**config.mk**
```make
export PLATFORM = sky130hd
export DESIGN_NAME = acc_alu_seq
export DESIGN_NICKNAME = d
export VERILOG_FILES = /design/src/rtl/acc_alu_seq.sv
export SDC_FILE = /design/constraint.sdc
export NUM_CORES = 1
export LEC_CHECK = 0
export ABC_CLOCK_PERIOD_IN_PS = 4900
export CAP_MARGIN = 10
export CORE_UTILIZATION = 30
export CTS_CLUSTER_SIZE = 28
export DETAILED_ROUTE_END_ITERATION = 16
export GPL_TIMING_DRIVEN = 0
export PLACE_DENSITY_LB_ADDON = 0.05
export RECOVER_POWER = 25
export SLEW_MARGIN = 20
export SYNTH_ARGS = -nofsm -noshare
export SYNTH_HDL_FRONTEND = slang
export SYNTH_SLANG_ARGS = --single-unit
export TNS_END_PERCENT = 100
```
**constraint.sdc**
```tcl
create_clock -name clk -period 4.9 [get_ports clk]
set_clock_uncertainty 0.05 [all_clocks]
set_input_delay 0.735 -clock clk [delete_from_list [all_inputs] [get_ports clk]]
set_output_delay 0.735 -clock clk [all_outputs]
set_load 0.01 [all_outputs]
```
**src/rtl/acc_alu_seq.sv**
```systemverilog
// Sequential execute stage feeding an N-bit load/store accumulator register.
// Latency: non-MUL result strobed 2 cycles after start is sampled; MUL after N+2 cycles.
// Backpressure: start is accepted only in IDLE; a start seen while busy is dropped, not queued.
//
// Ports:
//   clk, clr        rising-edge clock, synchronous active-high reset
//   start, op       operation request and opcode (sampled only in IDLE)
//   acc_in, opd     accumulator value and operand, captured with start
//   busy            high whenever the FSM is not in IDLE
//   acc_ld          one-cycle load strobe to the accumulator's ld_str input
//   acc_d           result, held between operations
//   carry, zero     flags of the last completed operation
module acc_alu_seq #(
  parameter int N = 8
) (
  input  logic         clk,
  input  logic         clr,
  input  logic         start,
  input  logic [2:0]   op,
  input  logic [N-1:0] acc_in,
  input  logic [N-1:0] opd,
  output logic         busy,
  output logic         acc_ld,
  output logic [N-1:0] acc_d,
  output logic         carry,
  output logic         zero
);

  localparam int CW = $clog2(N + 1);

  typedef enum logic [1:0] {IDLE, EXEC, MUL, WRITE} state_t;

  state_t         state, state_nxt;
  logic [2:0]     op_q;
  logic [N-1:0]   a_q, b_q;
  logic [2*N-1:0] prod;
  logic [CW-1:0]  cnt;

  logic [N-1:0]   alu_res;
  logic           alu_cy;
  logic [N:0]     sum;
  logic [N:0]     mul_hi;

  // State register
  always_ff @(posedge clk) begin
    if (clr) state <= IDLE;
    else     state <= state_nxt;
  end

  // Next-state logic
  always_comb begin
    state_nxt = state;
    case (state)
      IDLE:    if (start) state_nxt = (op == 3'b111) ? MUL : EXEC;
      EXEC:    state_nxt = WRITE;
      // The step counter reaching N means all N shift-add steps are done;
      // that extra cycle is spent deciding, not stepping.
      MUL:     if (cnt == CW'(N)) state_nxt = WRITE;
      WRITE:   state_nxt = IDLE;
      default: state_nxt = IDLE;
    endcase
  end

  // Result/flag selection. The MUL case reads the finished product register,
  // so WRITE entry loads acc_d from the same mux on both paths.
  always_comb begin
    alu_res = '0;
    alu_cy  = 1'b0;
    sum     = {1'b0, a_q} + {1'b0, b_q};
    case (op_q)
      3'b000: alu_res = b_q;
      3'b001: begin
        alu_res = sum[N-1:0];
        alu_cy  = sum[N];
      end
      3'b010: begin
        alu_res = a_q - b_q;
        alu_cy  = (a_q >= b_q);
      end
      3'b011: alu_res = a_q & b_q;
      3'b100: alu_res = a_q | b_q;
      3'b101: alu_res = ~a_q;
      3'b110: begin
        alu_res = {a_q[N-2:0], 1'b0};
        alu_cy  = a_q[N-1];
      end
      default: begin
        alu_res = prod[N-1:0];
        alu_cy  = |prod[2*N-1:N];
      end
    endcase
  end

  // One shift-add step: add the multiplicand into the upper half when the
  // current multiplier LSB is set, keep the carry, then shift right by one.
  always_comb begin
    mul_hi = {1'b0, prod[2*N-1:N]} + (prod[0] ? {1'b0, b_q} : {(N+1){1'b0}});
  end

  // Datapath and registered outputs
  always_ff @(posedge clk) begin
    if (clr) begin
      op_q   <= '0;
      a_q    <= '0;
      b_q    <= '0;
      prod   <= '0;
      cnt    <= '0;
      busy   <= 1'b0;
      acc_ld <= 1'b0;
      acc_d  <= '0;
      carry  <= 1'b0;
      zero   <= 1'b0;
    end else begin
      busy   <= (state_nxt != IDLE);
      acc_ld <= (state_nxt == WRITE);

      case (state)
        IDLE: begin
          if (start) begin
            op_q <= op;
            a_q  <= acc_in;
            b_q  <= opd;
            prod <= {{N{1'b0}}, acc_in};
            cnt  <= '0;
          end
        end
        MUL: begin
          if (cnt != CW'(N)) begin
            prod <= {mul_hi, prod[N-1:1]};
            cnt  <= cnt + 1'b1;
          end
        end
        default: ;
      endcase

      if (state_nxt == WRITE) begin
        acc_d <= alu_res;
        carry <= alu_cy;
        zero  <= (alu_res == '0);
      end
    end
  end

endmodule

```
=== After elaboration in Yosys (flattened, before gate mapping) ===
Index checks and enable logic that the tools add are counted.

* Register bits: 53
* Bits of input ports: 22
* Output and inout port bits: 12

* Bitwise logic cells: 3
* $add $sub $neg: 4
* Muxes and demuxes: 13
* Reductions and logical operators: 9
* Equality and inequality tests: 15
* $lt $le $gt $ge: 1

{| class="wikitable"
|+ Operators by type and width
! kind !! number
|-
| case mux 8 bit (7 select lines) || 1
|-
| two-way mux 16 bit || 2
|-
| case mux 16 bit (2 select lines) || 1
|-
| adder 8 x 8 -> 9 bit || 2
|-
| equality test 3 bit, second input constant || 4
|-
| bitwise AND 8 bit || 1
|-
| greater-or-equal comparator 8 bit || 1
|-
| zero test 8 bit || 1
|-
| two-way mux 4 bit || 2
|-
| two-way mux 8 bit || 1
|-
| inverter 8 bit || 1
|-
| bitwise OR 8 bit || 1
|-
| case mux 2 bit (4 select lines) || 1
|-
| case mux 4 bit (2 select lines) || 1
|-
| OR reduction 8 bit || 1
|-
| subtractor 8 bit || 1
|-
| equality test 2 bit, second input constant || 3
|-
| equality test 3 x 2 -> 1 bit, second input constant || 2
|-
| two-way mux 2 bit || 3
|-
| adder 4 x 1 -> 4 bit, second input constant || 1
|-
| equality test 4 bit, second input constant || 1
|-
| inequality test 2 bit, second input constant || 2
|-
| inequality test 4 bit, second input constant || 1
|-
| case mux 1 bit (4 select lines) || 1
|-
| 8 further kinds || 9
|}

=== Logic depth before layout (Yosys ltp) ===
* Depth after elaboration: 5
* Depth in mapped cells: 10
* Mapped depth without buffers: 10

=== Worst setup path before layout ===
OpenSTA, ideal clock, no wires.

* Path type: flip-flop to flip-flop
* Start point: register a_q[0]
* End point: register zero
* Stages on the path, launching flop included: 11
* Clock period less this slack: 2,378 ps
* Setup time: 59 ps
* Required time: 4,791 ps
* Arrival time: 2,269 ps
* Slack: 2,522 ps
* Cells stage by stage: dfxtp_1 -> inv_1 -> ha_1 -> fa_1 -> o21bai_2 -> a221oi_1 -> o211a_1 -> a2111oi_4 -> nor3_2 -> nor4b_2 -> a32o_2

* Longest elaborated chain between the ends: 3
* Elaborated cells between the ends (all ways): 7

{| class="wikitable"
|+ RTL lines
! what !! line !! text
|-
| start, declared || 35 || <nowiki>logic [N-1:0] a_q, b_q;</nowiki>
|-
| start signal, assigned || 121 || <nowiki>a_q <= acc_in;</nowiki>
|-
| subtractor 8 bit, or another cell as far along || 77 || <nowiki>alu_res = a_q - b_q;</nowiki>
|-
| case mux 8 bit (7 select lines) * || 70 || <nowiki>case (op_q)</nowiki>
|-
| zero test 8 bit * || 139 || <nowiki>zero <= (alu_res == '0);</nowiki>
|-
| end signal, assigned || 139 ||
|-
| end, declared || 26 || <nowiki>output logic zero</nowiki>
|}

Every way passes the cells marked *; elsewhere a longest branch is shown, timed or not.
A chain may end at the register's enable or synchronous reset.

=== Worst setup path in the final report ===
* Start point: register a_q[1]
* End point: register zero

Same word-level chain as after synthesis.

==> flow_metrics.env <==
export IMPL_required_ns=5.09
export IMPL_drc_errors=0
export IMPL_syn_to_final_growth_pct=17.2
export IMPL_wl_met2_microns=5760
export IMPL_endpoint_kind="register"
export IMPL_viasPerCell=5.00
export IMPL_synthFlopType="dfxtp_1"
export IMPL_ioPinCount=34
export IMPL_chipWidth_microns=116
export IMPL_synth_fp_nets=548
export IMPL_dp_final_hpwl_microns=9560
export IMPL_synthArstFlopShare_pct=0
export IMPL_hold_class="register to register"
export IMPL_postCtsSetupRepairBufs=0
export IMPL_cts_resized=0
export IMPL_top_layer="met4"
export IMPL_port_buffers=32
export IMPL_ant_nets=0
export IMPL_synth_seq_cells=53
export IMPL_met1Wirelength_microns=5760
export IMPL_yosysWarnings=0
export IMPL_die_y_microns=116
export IMPL_synth_edf_count=0
export IMPL_wl_per_cell_microns=17.2
export IMPL_fp_dieArea_sq_um=13500
export IMPL_crit_type="register to register"
export IMPL_drt_iter0_markers=212
export IMPL_grt_pass1_wl_microns=19400
export IMPL_clkSinkCount=53
export IMPL_final_period_utilization_pct=57.0
export IMPL_cts_root_buf="clkbuf_16"
export IMPL_syn_inst=486
export IMPL_fin_setup_tns_ns=0
export IMPL_cts_tree="built"
export IMPL_core_area_sq_um=12700
export IMPL_tightest_slew_ns=0.669
export IMPL_cp_arrival_ns=2.98
export IMPL_rsz0062_at_grt="no"
export IMPL_max_cap_violations=0
export IMPL_track_usage_pct=18.9
export IMPL_syn_avg_cell_area_sq_um=8.05
export IMPL_vias=3493
export IMPL_placed_area_sq_um=4450
export IMPL_ir_worst_vdd_mv=0.145
export IMPL_grt_pass1_vias=3481
export IMPL_syn_area_sq_um=3910
export IMPL_antenna_found_initial=0
export IMPL_outcome="complete, no violations"
export IMPL_start_util_pct=30.9
export IMPL_drive_above_1_share_pct=7.03
export IMPL_fin_crit_ns=2.79
export IMPL_p_leak_nw=1.84
export IMPL_h_tree_depth=2
export IMPL_cts_hold_buf=0
export IMPL_stdcell_area_sq_um=4590
export IMPL_relSlewSlack_pct=55.2
export IMPL_routabilityCongestion=0.783
export IMPL_cts_path_max_buffers=2
export IMPL_startpoint_type="register"
export IMPL_grt_overflow=0
export IMPL_grt_max_degree=16
export IMPL_final_setup_viol_count=0
export IMPL_power_density_nw_per_um2=393
export IMPL_clk_pin_slew_ns=0.07
export IMPL_wl_met3_microns=345
export IMPL_diodes=0
export IMPL_drt_total_wl_microns=12000
export IMPL_fmax_mhz=358
export IMPL_hold_viol=0
export IMPL_worstSkewPairLatency_ns=0.30
export IMPL_layout_nets=587
export IMPL_firstDrtPassIters=4
export IMPL_crit_fanout=7
export IMPL_cts_buffers=5
export IMPL_yosysUniqueCellTypes=65
export IMPL_rows=41
export IMPL_synth_seq_area_share_pct=27.1
export IMPL_slew_violations=0
## logic make-up after synthesis
family / after synthesis / share of synthesized area (%)
AOI/OAI and AO/OA: 132 / 23.0
xor gates and xnor gates: 12 / 2.69
adders and majority gates: 40 / 13.4
buffers and inverters: 61 / 7.35
DFF: 53 / 27.1
muxes: 17 / 4.83
and+or+nand+nor: 171 / 21.7
## path summary, 6_finish.rpt
path / start / to / slack (ns) / cells past startpoint
setup / recovery: a_q[1] / zero / 2.11 / 9
hold / removal: acc_d[5] / acc_d[5] / 0.41 / 2
setup reg to reg: a_q[1] / zero / 2.11 / 9
hold reg to reg: acc_d[5] / acc_d[5] / 0.41 / 2
## worst max-delay path, stage by stage, from the launching register on
cell	delay (ns)
dfxtp_1	0.52
inv_1	0.14
ha_1	0.36
o21ba_2	0.23
or4_1	0.43
a31oi_1	0.24
or3_1	0.14
nand3_1	0.08
a21oi_1	0.31
a32o_2	0.23
## per-layer routing
metal	vias to the layer above	global-route usage, %
met3	8	2.44
met5	-	0
met4	0	3.33
met1	1662	25.2
li1	1790	-
met2	33	32.9
## layout make-up
type,count,area (sq um)
Buffer,31,175
Clock buffer,6,129
Clock inverter,2,10.0
Fill cell,1385,8080
Inverter,30,113
Multi-Input combinational cell,372,2560
Sequential cell,53,1060
Tap cell,172,215
Timing Repair Buffer,32,320
## placed cells by master, fill, tap and decap left out, types with 13 or more instances in the layout
master	n
nand2_1	69
dfxtp_1	53
a21oi_1	41
ha_1	37
nor2_1	36
inv_1	29
clkdlybuf4s50_1	19
clkbuf_1	16
mux2i_1	14
dlygate4sd3_1	13
## where the power goes
group	internal [mW]	leakage [nW]	total [mW]	switching, mW
combinational	0.348	1.34	0.869	0.521
sequential	0.508	0.433	0.587	0.0791
clock	0.188	0.0706	0.349	0.161
## cells in the mapped netlist (10+ instances only)
cell type	n	area [sq um]
a211oi_1	10	75.1
a21oi_1	41	205
a31oi_1	10	62.6
and2_1	11	68.8
clkbuf_1	15	56.3
dfxtp_1	53	1060
ha_1	37	463
inv_1	29	109
mux2i_1	14	140
nand2_1	69	259
nor2_1	36	135
o21ai_0	11	55.1
## stage by stage
| step | util, % | power [mW] | setup WS (ns) | hold WS (ns) | std cells |
|---|---|---|---|---|---|
| 2_1_floorplan | - | 1.19 | 2.52 | 0.394 | 486 |
| 3_3_place_gp | 35.1 | 1.48 | 2.05 | 0.402 | 690 |
| 3_5_place_dp | 35.1 | 1.48 | 2.03 | 0.403 | 690 |
| 4_1_cts | 36.2 | 1.83 | 2.10 | 0.413 | 698 |
| 5_1_grt | 36.2 | 1.94 | 1.96 | 0.430 | 698 |
| 6_report | 36.2 | 1.81 | 2.11 | 0.406 | 698 |
## sequential cells by signal (all words and copies together) (netlist names), 2 cells and up
register  flops
prod         16
a_q           8
op_q          3
acc_d         8
state         2
cnt           4
b_q           8
No activity file was read; power rests on OpenSTA's default activity.
